`config.mk`:
```
export PLATFORM = sky130hd
export DESIGN_NAME = truth_table_sweeper
export DESIGN_NICKNAME = d
export VERILOG_FILES = /design/src/rtl/truth_table_sweeper.sv
export SDC_FILE = /design/constraint.sdc
export NUM_CORES = 1
export LEC_CHECK = 0
export CAP_MARGIN = 20
export CORE_ASPECT_RATIO = 1.2
export CORE_MARGIN = 5
export CORE_UTILIZATION = 47
export DETAILED_ROUTE_END_ITERATION = 16
export PLACE_DENSITY = 0.75
export SYNTH_ARGS = -nofsm -noshare
export SYNTH_HDL_FRONTEND = slang
export SYNTH_SLANG_ARGS = --single-unit
```
`constraint.sdc`:
```
create_clock -name clk -period 2.1 [get_ports clk]
set_input_delay 0.42 -clock clk [delete_from_list [all_inputs] [get_ports clk]]
set_output_delay 0.42 -clock clk [all_outputs]
set_load 0.05 [all_outputs]
```
`src/rtl/truth_table_sweeper.sv`:
```
// Sweeps all 16 four-input vectors into a DUT and a golden circuit and captures the DUT truth table.
// Optional build macro SWEEP_STOP_ON_FAIL_EN ends the sweep at the first mismatching vector.
module truth_table_sweeper #(
  parameter int SETTLE_CYCLES = 2
) (
  input  logic        clk,
  input  logic        rst_n,
  input  logic        start,
  input  logic        abort,
  input  logic        dut_out,
  input  logic        ref_out,
  output logic [3:0]  vec,
  output logic        busy,
  output logic        done,
  output logic [15:0] table_out,
  output logic [4:0]  mismatch_count,
  output logic [3:0]  first_fail,
  output logic        fail_valid
);

  localparam logic [1:0] IDLE   = 2'd0;
  localparam logic [1:0] SETTLE = 2'd1;
  localparam logic [1:0] SAMPLE = 2'd2;
  localparam logic [1:0] DONE   = 2'd3;

  // With no settle time every vector goes straight to its sampling cycle.
  localparam logic [1:0] ENTRY       = (SETTLE_CYCLES > 0) ? SETTLE : SAMPLE;
  localparam logic [3:0] SETTLE_LAST = 4'((SETTLE_CYCLES > 0) ? SETTLE_CYCLES - 1 : 0);

  logic [1:0] state;
  logic [3:0] settle_cnt;
  logic       miss;

  function automatic logic sweep_ends(input logic [3:0] v, input logic m);
`ifdef SWEEP_STOP_ON_FAIL_EN
    return (v == 4'd15) || m;
`else
    return (v == 4'd15) && (m || !m);
`endif
  endfunction

  assign miss = (dut_out != ref_out);
  assign busy = (state == SETTLE) || (state == SAMPLE);
  assign done = (state == DONE);

  always_ff @(posedge clk or negedge rst_n) begin
    if (!rst_n) begin
      state          <= IDLE;
      settle_cnt     <= 4'd0;
      vec            <= 4'd0;
      table_out      <= 16'h0000;
      mismatch_count <= 5'd0;
      first_fail     <= 4'd0;
      fail_valid     <= 1'b0;
    end else if (abort && (state != IDLE)) begin
      // Partial results stay visible after an abort.
      state <= IDLE;
    end else begin
      case (state)
        IDLE: begin
          if (start && !abort) begin
            vec            <= 4'd0;
            settle_cnt     <= 4'd0;
            table_out      <= 16'h0000;
            mismatch_count <= 5'd0;
            first_fail     <= 4'd0;
            fail_valid     <= 1'b0;
            state          <= ENTRY;
          end
        end
        SETTLE: begin
          if (settle_cnt == SETTLE_LAST) begin
            state <= SAMPLE;
          end else begin
            settle_cnt <= settle_cnt + 4'd1;
          end
        end
        SAMPLE: begin
          table_out[vec] <= dut_out;
          if (miss) begin
            mismatch_count <= mismatch_count + 5'd1;
            if (!fail_valid) begin
              first_fail <= vec;
              fail_valid <= 1'b1;
            end
          end
          if (sweep_ends(vec, miss)) begin
            state <= DONE;
          end else begin
            vec        <= vec + 4'd1;
            settle_cnt <= 4'd0;
            state      <= ENTRY;
          end
        end
        default: state <= IDLE;
      endcase
    end
  end

endmodule

```
==> After elaboration in Yosys (flattened, before gate mapping) <==
Cells that the tools add are included.
{ "totals": {"regBits": 36, "in_bits": 6, "out_inout_bits": 32} }
{ "op_classes": {"add_sub_neg": 3, "n_lt_le_gt_ge": 2, "eq_ne": 13, "muxes": 25, "n_bitwise": 1, "reduce_logical": 15} }
{ "op_table": {"columns": ["op", "count"], "rows": [
  ["16-bit one-hot mux with 2 select lines", 1],
  ["4-bit two-way mux", 6],
  ["16-bit bitwise mux", 1],
  ["16-bit two-way mux", 1],
  ["4-bit one-hot mux with 2 select lines", 2],
  ["4-bit one-hot mux with 3 select lines", 1],
  ["5-bit two-way mux", 2],
  ["2-bit inequality test (second input constant)", 5],
  ["5-bit one-hot mux with 2 select lines", 1],
  ["5-bit AND reduction", 2],
  ["4-bit by 1-bit adder with 4-bit output (second input constant)", 2],
  ["2-bit two-way mux", 4],
  ["4-bit AND reduction", 2],
  ["2-bit one-hot mux with 3 select lines", 1],
  ["5-bit by 1-bit adder with 5-bit output (second input constant)", 1],
  ["4-bit by 5-bit < comparator with 1-bit output (second input constant)", 1],
  ["1-bit demux with 4-bit select", 1],
  ["2-bit equality test (second input constant)", 2],
  ["4-bit by 1-bit equality test with 1-bit output (second input constant)", 1],
  ["4-bit equality test (second input constant)", 1],
  ["4-bit by 1-bit >= comparator with 1-bit output (second input constant)", 1],
  ["2-bit nonzero test", 2],
  ["1-bit logical AND", 3],
  ["1-bit two-way mux", 3],
  ["12 further kinds", 12]
]} }

==> Logic depth before layout (Yosys ltp) <==
{ "logic_depth": {"ltp_word": 6, "ltp_mapped": 9, "depth_no_buf": 6} }

==> Worst setup path before layout <==
OpenSTA, ideal clock, no wires.
{ "synth_path": {"kind": "register to register", "from": "register state[1]", "to": "register settle_cnt[0]", "setup_ns": 0.125, "arrival_ns": 1.901, "slack_ns": 0.074, "path_stages_with_launch": 7, "cell_sequence": "dfrtp_1 inv_1 ha_1 inv_1 or4b_2 nand2_1 mux2_2"} }
{ "synth_between": {"elab_chain_len": 4, "word_cells_on_any_way": 12} }
{ "synth_rtl": {"columns": ["element", "line", "text"], "rows": [
  ["start, declared", "30", "logic [1:0] state;"],
  ["start signal, assigned", "48", "state <= IDLE;"],
  ["start signal, assigned", "57", "state <= IDLE;"],
  ["start signal, assigned", "68", "state <= ENTRY;"],
  ["branches (longest 4 deep; another with 5-bit AND reduction)", null, null],
  ["end signal, assigned", "75", "settle_cnt <= settle_cnt + 4'd1;"],
  ["end, declared", "31", "logic [3:0] settle_cnt;"]
]} }
Parallel ways; which one is timed is not known.
A chain may end at the register's enable or synchronous reset.

==> Worst setup path after layout <==
{ "layout_path": {"from": "register vec[0]", "to": "output vec[0]"} }
{ "layout_lines": {"columns": ["element", "line", "text"], "rows": [
  ["start, declared", "12", "output logic [3:0] vec,"],
  ["start signal, assigned", "90", "vec <= vec + 4'd1;"]
]} }
No word-level cell between the ends.

==> reports/summary.md <==
The worst setup path is captured at a primary output. For the worst path required time, the log shows 1.68 ns. In this run the deepest clock path goes through 2 buffers. The setup TNS after final layout is 0 ns, and the die boundary height is 81.81 um.

The logs give 1.197 nW for the leakage dissipation and 0.6634 for the relative max-transition margin. The count of yosys warnings during synthesis was 0; the leftover overflow at the end of global routing was 0. The total via count in the routed design is 1773, and the sink count of the clock tree is 36. The number of global-route vias before repair is 1749, and the effective utilization at floorplan is 0.4812. The run finished with clean final reports.

The tools report the global-route usage over all layers as 0.1806. The die covers 5713 um^2. Setup violations remaining at the end of the flow were counted as 0. Total DRC errors in the routed layout: 0.

Counting flops with a built-in enable in the synthesized netlist gives 0. CTS built an H-tree with a depth of 2. After detailed routing, the average wire length per cell comes to 14.19 um. The number of max-slew violations in the final report is 0, and the number of nets still failing antenna checks after routing is 0. The critical path is of the reg -> out type. The synthesized flop and latch total is 36, and the count of mapped cells out of synthesis is 215. The tools report the share of synthesized area occupied by flip-flops and latches as 0.4461. For the worst-skew pair, the clock arrives at the later sink with an insertion delay of 0.29 ns.

After synthesis, the mean cell area works out to 9.393 um^2. The most used flip-flop cell after synthesis is sky130_fd_sc_hd__dfrtp_1. For this block, the routed nets add up to 4625 um of wire. For this run, the detailed router's first-pass iteration total came to 4. The count of buffers added on input and output ports is 37.

The total instance count after detailed placement was 318; the final estimated routing congestion in global placement was 0.8213. For the pin count of the biggest net entering global routing, the log shows 37. The count of buffering cells on the critical path with inverters included is 1, and the total count of hold-check failures in the final report is 0.

The arrival time of the worst setup path came out at 1.61 ns. The die is 69.84 um wide. Yosys mapped the design onto 38 distinct sky130hd cell types.

The tools report the antenna cell count as 0. The post-route minimum period is 2.025 ns, and the global-route wire length before repair is 8217 um. The total design power is 3.228 mW. Setup repair after global routing left no endpoint under its margin.

The number of primary I/O pins is 38. The signal on the critical path passes through clkdlybuf4s50_1. Commonest non-fill, non-tap cell in the layout: sky130_fd_sc_hd__o21ai_0.

TritonCTS built the clock tree. After the flow finishes, the layout carries non-filler instances totaling 326. Among cell families on the critical path, the largest total delay comes from buffers and inverters. The class of the tightest hold or removal check is reg -> reg. Part of the cycle the worst path needs: 0.9643. The maximum fanout along the worst path came out at 6. The power per unit of standard cell area works out to 1201 nW/um^2.

Relative to the synthesized area, the layout overhead comes to 33.09%. At the placement stage, the worst setup path has a slack of -0.03857 ns. The logs give 234 for the net count after synthesis and 0 for the number of max-cap violations.

The fraction of synthesis flops using an asynchronous set or reset pin is 1.000. Clock-pin slew was measured on the worst setup and hold paths at 0.07 ns. In the layout the commonest cells are 45 x sky130_fd_sc_hd__o21ai_0, 36 x sky130_fd_sc_hd__dfrtp_1, 32 x sky130_fd_sc_hd__clkdlybuf4s50_1. On the final layout, the worst clock skew is 0.005349 ns.

Across the whole layout, storage elements account for 900.9 um^2. The standard cell with the maximum stage delay on the critical path is sky130_fd_sc_hd__clkdlybuf4s50_1. Across the VDD grid, the largest voltage drop is 0.001221 V.

The run gives 288 as the final net count. The logs give 4197 um^2 for the core footprint and 0.07487 ns for the worst setup margin. In the post-synthesis netlist, the biggest area contributors are sky130_fd_sc_hd__dfrtp_1 45%, sky130_fd_sc_hd__o21ai_0 11%, sky130_fd_sc_hd__ha_1 8.1%. The via density per instance is 5.439.

The first-iteration detailed-routing DRC count is 100, and the number of standard-cell rows in the floorplan is 26. Launching element type of the critical path: a flop. The top-area cell type share of the netlist area was 0.4461. Hold is met by 0.4989 ns. Fraction of layout instances using a drive strength above 1: 0.1370. The biggest area contributor in the post-synthesis netlist is sky130_fd_sc_hd__dfrtp_1.

The largest single stage delay on the critical path is 0.85 ns. The wire-length estimate of the detail-placed layout is 3407 um. Summing every instance area after synthesis gives 2019 um^2. Clock tree synthesis inserted a total of 5 buffers. The number of antenna violations at the first check in global routing is 0, and the filler cell count in the final layout is 353. The total area of multi-input combinational cells is 1054 um^2. Hold repair after CTS inserted 0 buffers.

Based on the critical path, the design can be clocked at up to 493.8 MHz. The cell sitting at the root of the clock tree is a sky130_fd_sc_hd__clkbuf_8. The pin slew with the least headroom to its limit is 0.5033 ns.
==> where the power goes <==
part           internal [mW]  switching, mW  total, mW  leakage [nW]
Sequential             0.821          0.142      0.963         0.495
Combinational          0.659           1.01       1.67         0.647
Clock                  0.352          0.243      0.595        0.0552
Total                   1.83           1.40       3.23          1.20
==> per-layer routing <==
metal,share of wire,vias to the layer above,global-route usage
met5,0,-,0
met4,0.028,0,0.09387
met3,0.048,7,0.04284
met2,0.48,35,0.3025
met1,0.44,844,0.2181
li1,-,887,-
==> flip-flops by register name, summed over array words and instances, names as in the netlist <==
signal,flops
settle_cnt,4
table_out,16
first_fail,4
state,2
fail_valid,1
vec,4
mismatch_count,5
==> Yosys cell counts, types with 2 or more instances <==
master	count
sky130_fd_sc_hd__inv_1	8
sky130_fd_sc_hd__nor3_1	2
sky130_fd_sc_hd__a21oi_1	3
sky130_fd_sc_hd__or4b_1	2
sky130_fd_sc_hd__a31oi_1	2
sky130_fd_sc_hd__nand3b_1	2
sky130_fd_sc_hd__nand2_1	13
sky130_fd_sc_hd__dfrtp_1	36
sky130_fd_sc_hd__nand3_1	20
sky130_fd_sc_hd__nand4b_1	4
sky130_fd_sc_hd__nand2b_1	3
sky130_fd_sc_hd__ha_1	13
sky130_fd_sc_hd__clkbuf_1	9
sky130_fd_sc_hd__nor2b_1	3
sky130_fd_sc_hd__mux2i_1	3
sky130_fd_sc_hd__a21boi_0	17
sky130_fd_sc_hd__o21ai_0	45
sky130_fd_sc_hd__nor2_1	7
sky130_fd_sc_hd__nand4_1	4
==> cell families after synthesis <==
group | share of synthesized area
AO/OA/AOI/OAI | 0.2243
buffers and inverters | 0.03345
flip-flops | 0.4461
AND/OR/NAND/NOR | 0.1908
XOR/XNOR | 0.004338
adder cells (fa/ha/maj) | 0.08055
multiplexers | 0.02045
==> timing repair <==
action | 4_1_cts | 5_1_grt
resized for setup | 0 | 3
endpoints found under the setup margin | 0 | 18
buffers inserted | 0 | 0
==> metrics by stage <==
| step | cell area [um^2] | utilization |
|---|---|---|
| finish | 2688 | 0.6404 |
| global route | 2688 | 0.6404 |
| CTS | 2683 | 0.6392 |
| detailed placement | 2575 | 0.6136 |
| global placement | 2575 | 0.6136 |
| floorplan | 2019 | - |
==> tightest hold or removal path: stages, from the launching register on <==
cell	delay (ns)
sky130_fd_sc_hd__dfrtp_1	0.34
sky130_fd_sc_hd__o21ai_1	0.06
sky130_fd_sc_hd__o21ai_0	0.06
==> cell type report <==
cell class,count,area share
sequential,36,0.3352
timing repair buffer,57,0.1955
clock buffer,6,0.02700
inverter,8,0.01117
clock inverter,2,0.01304
tap,56,0.02607
multi-input combinational,161,0.3920
==> worst paths after layout <==
kind | from | endpoint | slack [ns] | depth (start not counted)
min in group asynchronous | rst_n | table_out[13] | 0.55 | 2
worst max-delay path | vec[0] | vec[0] | 0.07 | 1
worst min register to register | table_out[6] | table_out[6] | 0.50 | 2
max in group asynchronous | rst_n | first_fail[3] | 1.23 | 2
worst max register to register | state[1] | settle_cnt[0] | 0.15 | 6
worst min-delay path | table_out[6] | table_out[6] | 0.50 | 2
(Power assumes the default switching activity.)
